## config.mk

```make
export PLATFORM = sky130hd
export DESIGN_NAME = array_result_drain
export DESIGN_NICKNAME = d
export VERILOG_FILES = /design/src/rtl/grammer_pkg.sv /design/src/rtl/rr_pick4.sv /design/src/rtl/array_result_drain.sv
export SDC_FILE = /design/constraint.sdc
export NUM_CORES = 1
export LEC_CHECK = 0
export CAP_MARGIN = 20
export CORE_UTILIZATION = 25
export CTS_BUF_LIST = sky130_fd_sc_hd__clkbuf_4
export DETAILED_ROUTE_END_ITERATION = 10
export RECOVER_POWER = 50
export SLEW_MARGIN = 10
export SYNTH_ARGS = -nofsm -noshare
export SYNTH_HDL_FRONTEND = slang
export SYNTH_SLANG_ARGS = --single-unit
```

## constraint.sdc

```tcl
create_clock -name clk -period 6.7 [get_ports clk]
set_input_delay 0.67 -clock clk [delete_from_list [all_inputs] [get_ports clk]]
set_output_delay 0.67 -clock clk [all_outputs]
set_load 0.05 [all_outputs]
```

## src/rtl/grammer_pkg.sv

```systemverilog
// grammer_pkg
// Shared definitions for consumers of the grammerTest result array.
//   ARR_DEPTH / ARR_AW : number of array entries and index width
//   ARR_DW             : word width carried by an entry
//   drain_state_t      : drain FSM states
//   arr_entry_t        : one buffered array entry {valid, data}
package grammer_pkg;

  localparam int ARR_DEPTH = 4;
  localparam int ARR_AW    = 2;
  localparam int ARR_DW    = 32;

  typedef enum logic {
    IDLE,
    SEND
  } drain_state_t;

  typedef struct packed {
    logic              valid;
    logic [ARR_DW-1:0] data;
  } arr_entry_t;

endpackage

```

## src/rtl/rr_pick4.sv

```systemverilog
// rr_pick4
// Combinational round-robin first-set finder over a 4-entry valid vector.
//   valid : per-entry valid bits
//   start : index where the search begins (wraps modulo 4)
//   sel   : first index with valid set, searching start, start+1, ...
//   any   : at least one valid bit is set (sel is 0 when clear)
module rr_pick4
  import grammer_pkg::*;
(
  input  logic [ARR_DEPTH-1:0] valid,
  input  logic [ARR_AW-1:0]    start,
  output logic [ARR_AW-1:0]    sel,
  output logic                 any
);

  logic [ARR_AW-1:0] idx;

  // Walk from the farthest offset back to the nearest so the entry closest
  // to the start pointer is the last one to win.
  always_comb begin
    sel = '0;
    any = 1'b0;
    idx = '0;
    for (int k = ARR_DEPTH - 1; k >= 0; k--) begin
      idx = start + ARR_AW'(k);
      if (valid[idx]) begin
        sel = idx;
        any = 1'b1;
      end
    end
  end

endmodule

```

## src/rtl/array_result_drain.sv

```systemverilog
// array_result_drain
// Buffers writes to the 4-entry result array and drains them in round-robin
// address order over a valid/ready stream, accumulating a running sum and
// maximum of the delivered words and counting writes lost to overwrite.
//   clk, reset          : clock, asynchronous active-low reset
//   wr_en/wr_addr/wr_data : array write from the upstream stage
//   out_valid/out_ready : output handshake; out_addr/out_data the word
//   sum, max            : modulo sum and unsigned max of accepted words
//   drop_cnt, overflow  : saturating overwrite count and its sticky flag
module array_result_drain
  import grammer_pkg::*;
#(
  parameter int DATA_W = 32,
  parameter int DROP_W = 8
)
(
  input  logic              clk,
  input  logic              reset,
  input  logic              wr_en,
  input  logic [ARR_AW-1:0] wr_addr,
  input  logic [DATA_W-1:0] wr_data,
  input  logic              out_ready,
  output logic              out_valid,
  output logic [ARR_AW-1:0] out_addr,
  output logic [DATA_W-1:0] out_data,
  output logic [DATA_W-1:0] sum,
  output logic [DATA_W-1:0] max,
  output logic [DROP_W-1:0] drop_cnt,
  output logic              overflow
);

  drain_state_t      state_q, state_d;
  arr_entry_t        ent_q [ARR_DEPTH];
  arr_entry_t        ent_d [ARR_DEPTH];
  logic [ARR_AW-1:0] rd_ptr_q, rd_ptr_d;
  logic [ARR_AW-1:0] out_addr_q, out_addr_d;
  logic [DATA_W-1:0] out_data_q, out_data_d;
  logic [DATA_W-1:0] sum_q, sum_d;
  logic [DATA_W-1:0] max_q, max_d;
  logic [DROP_W-1:0] drop_cnt_q, drop_cnt_d;
  logic              overflow_q, overflow_d;

  logic [ARR_DEPTH-1:0] valid_vec;
  logic [ARR_AW-1:0]    post_ptr;
  logic [ARR_AW-1:0]    idle_sel, post_sel, load_sel;
  logic                 idle_any, post_any, load, handshake;

  always_comb begin
    valid_vec = '0;
    for (int i = 0; i < ARR_DEPTH; i++) begin
      valid_vec[i] = ent_q[i].valid;
    end
  end

  assign handshake = (state_q == SEND) && out_ready;
  // After a handshake the search restarts just past the word that left.
  assign post_ptr  = out_addr_q + 2'd1;

  rr_pick4 u_pick_idle (
    .valid (valid_vec),
    .start (rd_ptr_q),
    .sel   (idle_sel),
    .any   (idle_any)
  );

  rr_pick4 u_pick_post (
    .valid (valid_vec),
    .start (post_ptr),
    .sel   (post_sel),
    .any   (post_any)
  );

  // The loaded entry is read before the same-cycle write lands, so a write to
  // the entry being loaded re-arms it with new data instead of being a drop.
  always_comb begin
    state_d    = state_q;
    ent_d      = ent_q;
    rd_ptr_d   = rd_ptr_q;
    out_addr_d = out_addr_q;
    out_data_d = out_data_q;
    sum_d      = sum_q;
    max_d      = max_q;
    drop_cnt_d = drop_cnt_q;
    overflow_d = overflow_q;
    load       = 1'b0;
    load_sel   = idle_sel;

    case (state_q)
      IDLE: begin
        if (idle_any) begin
          load     = 1'b1;
          load_sel = idle_sel;
          state_d  = SEND;
        end
      end
      SEND: begin
        if (handshake) begin
          sum_d    = sum_q + out_data_q;
          if (out_data_q > max_q) begin
            max_d = out_data_q;
          end
          rd_ptr_d = post_ptr;
          if (post_any) begin
            load     = 1'b1;
            load_sel = post_sel;
          end else begin
            state_d = IDLE;
          end
        end
      end
      default: state_d = IDLE;
    endcase

    if (load) begin
      out_addr_d            = load_sel;
      out_data_d            = ent_q[load_sel].data;
      ent_d[load_sel].valid = 1'b0;
    end

    if (wr_en) begin
      if (ent_q[wr_addr].valid && !(load && (load_sel == wr_addr))) begin
        overflow_d = 1'b1;
        if (drop_cnt_q != '1) begin
          drop_cnt_d = drop_cnt_q + 1'b1;
        end
      end
      ent_d[wr_addr].valid = 1'b1;
      ent_d[wr_addr].data  = wr_data;
    end
  end

  always_ff @(posedge clk or negedge reset) begin
    if (!reset) begin
      state_q    <= IDLE;
      for (int i = 0; i < ARR_DEPTH; i++) begin
        ent_q[i] <= '0;
      end
      rd_ptr_q   <= '0;
      out_addr_q <= '0;
      out_data_q <= '0;
      sum_q      <= '0;
      max_q      <= '0;
      drop_cnt_q <= '0;
      overflow_q <= 1'b0;
    end else begin
      state_q    <= state_d;
      for (int i = 0; i < ARR_DEPTH; i++) begin
        ent_q[i] <= ent_d[i];
      end
      rd_ptr_q   <= rd_ptr_d;
      out_addr_q <= out_addr_d;
      out_data_q <= out_data_d;
      sum_q      <= sum_d;
      max_q      <= max_d;
      drop_cnt_q <= drop_cnt_d;
      overflow_q <= overflow_d;
    end
  end

  assign out_valid = (state_q == SEND);
  assign out_addr  = out_addr_q;
  assign out_data  = out_data_q;
  assign sum       = sum_q;
  assign max       = max_q;
  assign drop_cnt  = drop_cnt_q;
  assign overflow  = overflow_q;

endmodule

```

Word-level counts from Yosys, hierarchy flattened
Index checks and enable logic that the tools add are counted.
{"block": "classes", "addsub": 9, "n_lt_le_gt_ge": 13, "eq_ne": 2, "mux": 58, "bitwise": 3, "n_reduce_logical": 10}
{"cell": "bitwise mux 132 bit", "n": 3}
{"cell": "two-way mux 132 bit", "n": 2}
{"cell": "demux 33 bit (select 2 bit)", "n": 3}
{"cell": "binary-select mux 33 bit (select 2 bit)", "n": 2}
{"cell": "two-way mux 33 bit", "n": 4}
{"cell": "two-way mux 32 bit", "n": 3}
{"cell": "adder 32 bit", "n": 1}
{"cell": "> comparator 32 bit", "n": 1}
{"cell": "< comparator 2 x 3 -> 1 bit, second input constant", "n": 8}
{"cell": "two-way mux 1 bit", "n": 20}
{"cell": "two-way mux 2 bit", "n": 10}
{"cell": "binary-select mux 1 bit (select 2 bit)", "n": 8}
{"cell": "adder 2 bit, second input constant", "n": 4}
{"cell": "adder 8 x 1 -> 8 bit, second input constant", "n": 1}
{"cell": "inequality test 8 bit, second input constant", "n": 1}
{"cell": "adder 2 x 1 -> 2 bit, second input constant", "n": 3}
{"cell": "greater-or-equal comparator 3 bit, second input constant", "n": 2}
{"cell": "< comparator 3 x 1 -> 1 bit, second input constant", "n": 2}
{"cell": "inverter 2 -> 3 bit", "n": 2}
{"cell": "AND reduction 3 bit", "n": 2}
{"cell": "logical AND 1 bit", "n": 5}
{"cell": "one-hot mux 1 bit (2 select lines)", "n": 2}
{"cell": "one-hot mux 2 bit (2 select lines)", "n": 1}
{"cell": "AND reduction 2 bit", "n": 2}
{"cell": "3 further kinds", "n": 3}
{"block": "totals", "reg_bits": 242, "out_inout_bits": 108}

Logic depth before layout (Yosys ltp)
Gate-level depths: netlist (run 1).
{"block": "logic_depth", "depth_word": 21, "mapped_depth": 12}

Modules after synthesis
From an unflattened synthesis (run 1), not the netlist that was laid out.
{"block": "hier_totals", "hier_cells": 1261, "hier_area_um2": 12804.8}
{"mod": "array_result_drain", "instances": 1, "cells_per_inst": 1235, "area_per_inst_um2": 12649.6}
{"mod": "rr_pick4", "instances": 2, "cells_per_inst": 13, "area_per_inst_um2": 77.6}

Worst setup path after synthesis (run 1)
OpenSTA, ideal clock, no wires.
{"block": "synth_path", "path_type": "register -> register", "start": "register out_data_q[0] (netlist: out_data[0])", "end": "register sum_q[30] (netlist: sum[30])", "setup_time_ns": 0.069, "arrival_ns": 2.815, "path_slack_ns": 3.815, "stages_incl_launch_ff": 12, "period_less_slack_ns": 2.885, "cell_sequence": "dfrtp_1 > ha_1 > inv_1 > fa_1 > nor2b_1 > o2111ai_1 > a31oi_1 > o211ai_1 > a21oi_1 > o41ai_2 > or4_1 > nand3_1"}
{"block": "synth_via", "elab_chain_len": 1}
{"element": "from (decl)", "line_no": "array_result_drain.sv:37", "rtl": "logic [DATA_W-1:0] out_data_q, out_data_d;"}
{"element": "from (signal assigned)", "line_no": "array_result_drain.sv:152", "rtl": "out_data_q <= out_data_d;"}
{"element": "adder 32 bit", "line_no": "array_result_drain.sv:98", "rtl": "sum_d = sum_q + out_data_q;"}
{"element": "to (signal assigned)", "line_no": "array_result_drain.sv:153", "rtl": "sum_q <= sum_d;"}
{"element": "to (decl)", "line_no": "array_result_drain.sv:38", "rtl": "logic [DATA_W-1:0] sum_q, sum_d;"}
No other way between the ends.
A chain may end at the register's enable or synchronous reset.

Worst setup path in the final report (run 1)
{"block": "layout_path", "start": "register ent_q[131] (netlist name)", "end": "register out_data_q[6] (netlist: out_data[6])"}
{"block": "layout_via", "elab_chain_len": 13}
{"element": "from (decl)", "line_no": "array_result_drain.sv:33", "rtl": "arr_entry_t ent_q [ARR_DEPTH];"}
{"element": "from (signal, indexed assignment)", "line_no": "array_result_drain.sv:148", "rtl": "ent_q[i] <= ent_d[i];"}
{"element": "binary-select mux 1 bit (select 2 bit)", "line_no": "rr_pick4.sv:26", "rtl": "if (valid[idx]) begin"}
{"element": "two-way mux 1 bit (not written as such)", "line_no": "rr_pick4.sv:26"}
{"element": "two-way mux 2 bit / two-way mux 1 bit (equally long branches) (4 in series)", "line_no": "rr_pick4.sv:26"}
{"element": "two-way mux 2 bit", "line_no": "array_result_drain.sv:103", "rtl": "if (post_any) begin"}
{"element": "two-way mux 2 bit", "line_no": "array_result_drain.sv:97", "rtl": "if (handshake) begin"}
{"element": "one-hot mux 2 bit (2 select lines)", "line_no": "array_result_drain.sv:88", "rtl": "case (state_q)"}
{"element": "inverter 2 -> 3 bit (not written as such)", "line_no": "array_result_drain.sv:116", "rtl": "out_data_d = ent_q[load_sel].data;"}
{"element": "binary-select mux 33 bit (select 2 bit)", "line_no": "array_result_drain.sv:116"}
{"element": "two-way mux 32 bit (not written as such) (2 in series)", "line_no": "array_result_drain.sv:116"}
Parallel ways exist; a longest one is shown, timed or not. The select of a mux whose other input is x is not followed.

==> results of run 1 <==
-- power by group through the flow --
| stage | Sequential (W) | Combinational, W | Clock [W] |
|---|---|---|---|
| 2_1_floorplan | 0.00335 | 0.00284 | 0 |
| 3_3_place_gp | 0.00256 | 0.00505 | 0 |
| 3_5_place_dp | 0.00258 | 0.00513 | 0 |
| 4_1_cts | 0.00256 | 0.00515 | 0.00152 |
| 5_1_grt | 0.00263 | 0.00560 | 0.00160 |
| 6_report | 0.00254 | 0.00512 | 0.00146 |
-- critical path, cell delays in order (launching register included) --
cell and delay, ns:
sky130_fd_sc_hd__dfrtp_1 0.47, sky130_fd_sc_hd__nor4_1 0.54, sky130_fd_sc_hd__nor2_2 0.18, sky130_fd_sc_hd__o21bai_4 0.85, sky130_fd_sc_hd__buf_4 0.69, sky130_fd_sc_hd__mux2_2 0.41, sky130_fd_sc_hd__o21ai_0 0.14, sky130_fd_sc_hd__o21ai_0 0.09
-- sequential cells by signal (all words and copies together), names as in the netlist, 2 cells and up --
register  count
max          32
out_addr      2
ent_q       132
out_data     32
rd_ptr_q      2
sum          32
drop_cnt      8
-- synthesized netlist by cell type, types with 7 or more instances --
cell type                  number  area (µm²)
sky130_fd_sc_hd__o21ai_0      104       520.5
sky130_fd_sc_hd__buf_2          7       35.03
sky130_fd_sc_hd__clkbuf_1      38       142.6
sky130_fd_sc_hd__xnor2_1       10       87.58
sky130_fd_sc_hd__nand3_1       19       95.09
sky130_fd_sc_hd__nand2_1      130       488.0
sky130_fd_sc_hd__ha_1          64       800.8
sky130_fd_sc_hd__a31oi_1        7       43.79
sky130_fd_sc_hd__mux2_2       191        2151
sky130_fd_sc_hd__inv_1         50       187.7
sky130_fd_sc_hd__o21ai_1       11       55.05
sky130_fd_sc_hd__mux2i_1       37       370.4
sky130_fd_sc_hd__nand2b_1      10       62.56
sky130_fd_sc_hd__dfrtp_1      242        6056
sky130_fd_sc_hd__a21o_1        18       135.1
sky130_fd_sc_hd__nand4_1       11       68.82
sky130_fd_sc_hd__a21oi_1       43       215.2
sky130_fd_sc_hd__xor2_1        18       157.7
sky130_fd_sc_hd__nor2_1        18       67.56
-- cell families (layout without fill, tap and decap cells) --
| group | Yosys count | in the layout |
|---|---|---|
| AO/OA/AOI/OAI | 236 | 236 |
| flip-flops | 242 | 242 |
| adder cells (fa/ha/maj) | 65 | 65 |
| AND/OR/NAND/NOR | 238 | 238 |
| XOR/XNOR | 30 | 30 |
| multiplexers | 230 | 230 |
| other | 0 | 2 |
| buffers and inverters | 107 | 327 |
-- routing by layer --
metal | part of all wire, % | wire length (µm) | GRT usage [%]
met4 | 3.3 | 1156 | 5.705
met1 | 47 | 16300 | 17.74
met5 | 0.33 | 116 | 0
met3 | 6.3 | 2205 | 4.765
met2 | 44 | 15260 | 20.59
-- final timing paths --
kind,cells after the start,endpoint,start
max in group asynchronous,3,ent_q[84],reset
max reg2reg,7,out_data[6],ent_q[131]
min reg2reg,1,ent_q[19],ent_q[19]
max,7,out_data[6],ent_q[131]
min,1,ent_q[19],ent_q[19]
min in group asynchronous,2,max[26],reset
-- cell type report --
cell class	count	area share, %
multi-input combinational	799	39.72
sequential	242	38.19
timing repair buffer	156	9.704
tap	672	5.302
clock buffer	108	5.112
inverter	50	1.183
clock inverter	13	0.7574
antenna	2	0.03156
-- through the flow --
step / hold WS, ns / cells / cell area, µm²
detailed placement: 0.4867 / 1918 / 14950
floorplan: 0.3744 / 1148 / 12800
global route: 0.5095 / 2041 / 15860
finish: 0.4976 / 2042 / 15860
global placement: 0.4816 / 1918 / 14950
CTS: 0.4890 / 2040 / 15890
-- timing repair --
item	CTS	global route
endpoints found under the hold margin	77	0
hold buffers	1	0
gates resized for setup	0	0
==> impl_summary.md, run 1 <==
Cells and area
Once layout is complete, the utilization of the core stands at about a third. The most frequent standard cell in the layout excluding fill and tap cells is sky130_fd_sc_hd__dfrtp_1. In the layout the commonest cells are sky130_fd_sc_hd__dfrtp_1, sky130_fd_sc_hd__mux2_2, sky130_fd_sc_hd__clkdlybuf4s50_1, sky130_fd_sc_hd__nand2_1, sky130_fd_sc_hd__clkbuf_4. The area growth from synthesis to layout is 23.85%.

Cells with a size suffix above 1 make up about a quarter of the layout. The layout has between 5000 and 6000 filler cells. The final-stage net count is 1422. In the final layout, the multi-input gates occupy about 0.0063 mm². The sequential cell area is between 0.006 and 0.007 mm².

Clocking
The clock drives approximately 240 sinks. The root buffer cell is sky130_fd_sc_hd__clkbuf_4. The latest clock arrival within the worst-skew pair is 0.73 ns. The number of buffers inserted to repair setup after CTS is 0.

After clock tree synthesis, the clock-pin slew on the worst setup and hold paths is 0.05 ns. TritonCTS built the clock tree. The number of buffers on the longest clock path is 3. TritonCTS created 70 clock buffers.

The level count of the clock H-tree is 3.

Synth
The netlist uses 70 different library cells. The synthesized netlist devotes ~6.4% of its cell area to adder and majority cells. The fraction of the mapped netlist area in simple logic gates is approximately 9%.

The post-synthesis sequential area ratio is between 40% and 50%. The synthesized area per cell is 11.15 µm². Counting flops with an async set or reset pin after synthesis yields a share of 100.0%.

In this run the cell area of the synthesized design comes to roughly 0.013 mm². The Yosys warning count is 0. The register bit total from synthesis is approximately 240. The share of the synthesized netlist area taken by xor and xnor gates is roughly 2.2%. In the synthesized netlist, mux cells make up about a fifth of the area. The combinational family with the most area after synthesis is multiplexers. In the synthesized netlist, the number of instances is between 1000 and 1500.

For this run, the leading register cell type out of synthesis is sky130_fd_sc_hd__dfrtp_1. Summing the areas of all compound-gate instances in the mapped netlist gives between 10% and 20% of the synthesized area. The number of enable flip-flop cells after synthesis is 0. The number of nets handed over by synthesis was roughly 1300.

Timing
Setup violations remaining at the end of the flow were counted as 0. The final number of hold-violating endpoints is 0. The transition at the pin with the smallest max-transition slack is about 2.7 ns. Setup repair after global routing left no endpoint under its margin. The setup TNS after final layout is 0 ns.

Across all setup checks in the final design, the least slack found is between 3 and 4 ns. The routed design could run at a clock period as short as roughly 3.6 ns. Between clock sinks in the finished design, the worst skew comes to 0.04277 ns.

The worst slew margin relative to its limit is -81.14%. Static timing analysis puts the maximum clock frequency at 0.2767 GHz. The final number of max-transition violations was 173. The fraction of the cycle the final worst path needs is between 50 and 60%.

Power and ir drop
The worst ir drop on vdd is 276.1 µV. The switching power of the nets is around 0.0043 W. The leakage power is 6.871 nW. Cell internal power was estimated by the tool at around 0.0048 W. The clock share of power is 16.0%. The sequential share of power is 27.8%.

Summing internal, switching and leakage power gives just over 0.009 W. The share of power burned in combinational logic is 56.1%. Dividing total power by cell area gives a power density of 575.2 mW/mm². The fraction of power spent switching nets is 47.23%.

Critical path
The critical path in this run is classified as flop to flop. The highest fanout seen on the critical path is 43. STA classifies the critical path endpoint as a flop. The required time reported for the critical path endpoint is 7.24 ns. Across all register-to-register paths, the minimum setup slack is about 3 ns.

The arrival time of data at the critical path endpoint is ~4.2 ns. The category of the worst setup path launch point is a flop.

Detailed routing
The final layout contains routed wiring with a total length of ~35000 µm. The violation count after the first detailed-route iteration is approximately 420. The first detailed-routing pass ran for 4 iterations.

The detail-routed net length per standard cell is approximately 17 µm. In this run the remaining antenna-violating nets after routing total 0. The via count of the routed design is 9484. The via-per-instance ratio is 4.644.

The remaining routing DRC violations is 0.

Global routing
The initial antenna violation count is 12. Summed over all layers, the global routing overflow is 0. Entering global routing, the biggest net connects 166 pins. The overall fraction of global-route tracks in use is between 10% and 20%. The number of global-route vias before repair is ~9900. The first-pass GRT wire length is between 50000 and 60000 µm.

Run status
The checks that failed: capacitance limit, slew limit. The flow ran to the end, but the final reports show violations.

Placed design
The number of buffers added on ports is around 150. Prior to clock tree synthesis, the placed netlist has a worst setup slack of 2.912 ns. The detailed placement HPWL is about 24000 µm. The routability-driven placement congestion ratio is 0.8447.

Die
Row generation in the floorplan step produced 82 rows. The total core area is between 0.05 and 0.06 mm². The number of ports placed on the die boundary is 146.

The floorplan step defined a die boundary enclosing about 0.052 mm². In this run the vertical extent of the chip is approximately 230 µm. For this configuration, the core starts out at a cell density of 25.42%. The x dimension of the die is between 200 and 250 µm.

Run
The count of maximum capacitance violations is 4.

Hold path
The tightest min-delay check is of the flop to flop type.
Power figures use the tool's default switching activity.
==> run 2, diff against run 1 <==
==> constraint.sdc (replaced) <==
create_clock -name clk -period 3.5 [get_ports clk]
set_input_delay 0.35 -clock clk [delete_from_list [all_inputs] [get_ports clk]]
set_output_delay 0.35 -clock clk [all_outputs]
set_load 0.05 [all_outputs]
==> impl_summary.md, run 2 (synthesis results as in run 1) <==
Run status
The run finished, with violations left. The checks that failed: capacitance limit, slew limit.

Critical path
In this design, the stage delay of the slowest critical-path cell is approximately 0.84 ns. Traced cell by cell, the critical path runs through ha_1, nand4_1, nor2_1, and4_1, nand2_1, o41ai_1, a31oi_4, buf_12, mux2_2. The required time reported for the critical path endpoint is approximately 4 ns.

The arrival time of data at the critical path endpoint is 3.87 ns. The highest fanout seen on the critical path is 23. The startpoint of the most critical register-to-register path is out_data[25].

In this run the worst setup path begins at out_data[25]. The cell depth of the worst flop-to-flop path is 9. The slowest stage of the critical path belongs to the cell sky130_fd_sc_hd__o41ai_1. The worst setup path is launched from a flop. The worst setup path is of the flop to flop kind. STA classifies the critical path endpoint as a flop.

Timing
The final number of setup-violating endpoints is 0. The worst pin sits at a relative slew slack of -67.83%. The final number of max-transition violations is 90. The routed design could run at a clock period as short as approximately 3.3 ns. Setup repair after global routing left no endpoint under its margin.

The setup TNS after final layout is 0 ns. At the pin with the least slew margin, the transition time is between 2 and 3 ns. The fraction of the cycle the final worst path needs is between 90 and 100%. The clock tree skew after final layout is roughly 0.037 ns. The final number of hold-violating endpoints came to 0. Derived from the worst setup path, the maximum achievable clock frequency is 0.3033 GHz.

Cells and area
The share of final-layout standard cells stronger than drive strength 1 is 25.23%. The register with the most flip-flops in the layout has 132 of them. The count of filler cells inserted in the layout is a little over 5000. ent_q holds more flip-flops than any other register.

From synthesis to final layout, the design area changed by 25.57%. Leaving out fill and tap cells, the most frequent cell in the layout is sky130_fd_sc_hd__dfrtp_1. Leaving out fill and tap cells, the most frequent cells in the layout are sky130_fd_sc_hd__dfrtp_1, sky130_fd_sc_hd__mux2_2, sky130_fd_sc_hd__clkdlybuf4s50_1, sky130_fd_sc_hd__nand2_1, sky130_fd_sc_hd__clkbuf_4. After the last flow step, the layout net total stands at 1440.

Clocking
The level count of the clock H-tree is 3. TritonCTS built the clock tree. Post-CTS repair changed the size of 0 cells. The clock buffer count from CTS is 71.

The latest clock arrival within the worst-skew pair is approximately 0.7 ns. The clock transition at the registers of the reported paths is approximately 0.06 ns. The number of buffers on the longest clock path is 3.

The number of buffers inserted to repair setup after CTS is 0. The root buffer cell is sky130_fd_sc_hd__clkbuf_4. The number of clock sinks is 242.

Detailed routing
The remaining routing DRC violations is 0. The via count of the routed design is between 9000 and 10000. The overall routed net length is around 35000 µm. The pre-antenna-repair detailed-routing pass consisted of 5 iterations.

In this run, the number of DRC markers left after iteration 0 of detailed routing was approximately 520. The via-per-instance ratio is between 4 and 5. The detail-routed net length per standard cell is 17.04 µm.

The detail route stage leaves a number of antenna-violating nets equal to 0.

Die
The die covers about 0.052 mm². The placement row count is around 80. The effective utilization at floorplan is 25.42%. The die boundary height is 228.3 µm. The total core area is slightly above 0.05 mm². Measured along the x axis, the die boundary spans 228.3 µm. In this run the count of I/O pins placed on the die edge is between 100 and 150.

Global routing
The overall fraction of global-route tracks in use is between 10 and 15%. After global routing the overflow that remains totals 0. The initial antenna violation count was 10. The first global-routing pass estimated 56270 µm of wire. The number of global-route vias before repair is 9869. Entering global routing, the biggest net connects 91 pins.

Run
The tool flagged a number of max-cap violations equal to 1.

Placed design
The routability-driven placement congestion ratio is about 0.85. In this run the tool buffered the top-level ports with between 100 and 150 buffer cells. Detailed placement finished with a half-perimeter wire length of around 25000 µm.

Hold path
The critical hold path startpoint is wr_data[23]. In this run the worst hold path is classified as input port to flop. Counting instances, the worst hold path has a depth of 2.
## run 2: cell count changes in the layout (fill, tap and decap cells not counted), moves of 3 or more
cell / previous run / this run
sky130_fd_sc_hd__clkinv_1: 6 / 9
sky130_fd_sc_hd__clkbuf_2: 0 / 4
sky130_fd_sc_hd__buf_12: 1 / 6
sky130_fd_sc_hd__buf_4: 5 / 12
## run 2: worst max-delay path, delay by kind of cell (launching register included)
kind            cells  cell delay [ns]
compound gates      2             1.04
fa+ha+maj           1             0.37
buf+inv             1             0.24
flops               1             0.50
mux                 1             0.28
simple gates        4             0.75
## run 2: layout make-up
cell class	count	area (µm²)	share of cell area [%]
Clock buffer	110	825.8	5.136
Tap cell	672	840.8	5.229
Multi-Input combinational cell	799	6300	39.18
Clock inverter	17	160.2	0.9960
Timing Repair Buffer	173	1704	10.60
Sequential cell	242	6056	37.66
Inverter	50	187.7	1.167
Antenna cell	2	5.005	0.03113
## run 2: what timing repair did
action | CTS | global route
hold endpoints to repair | 85 | 0
hold buffers | 1 | 0
setup endpoints to repair | 0 | 0
## run 2: worst paths after layout
kind | end | slack, ns
hold / removal | ent_q[23] | 0.36
setup / recovery | max[11] | 0.20
setup reg to reg | max[11] | 0.20
min in group asynchronous | sum[28] | 0.96
max in group asynchronous | max[11] | 0.72
hold reg to reg | ent_q[70] | 0.50
## run 2: per-stage QoR
step | std cells | hold slack (ns) | area (µm²) | utilization (%) | setup slack, ns
2_1_floorplan | 1148 | 0.05441 | 12800 | - | 0.6153
3_3_place_gp | 1935 | 0.4489 | 15140 | 30.06 | 0.02357
3_5_place_dp | 1935 | 0.4509 | 15140 | 30.06 | 0.09224
4_1_cts | 2063 | 0.2765 | 16140 | 32.03 | 0.04221
5_1_grt | 2064 | 0.2930 | 16080 | 31.91 | 0.05209
6_report | 2065 | 0.3636 | 16080 | 31.92 | 0.2028
## run 2: per-layer routing
metal,routed length (µm),GRT usage [%],vias up,part of all wire [%]
met2,15840,21.46,239,45
met4,711,4.174,14,2.0
met5,95,0,-,0.27
met1,16070,17.74,4671,46
li1,-,-,4530,-
met3,2472,4.641,72,7.0
Power of run 2 is not shown: default switching activity piles up to over one toggle a cycle in this logic, so the estimate is an artifact.
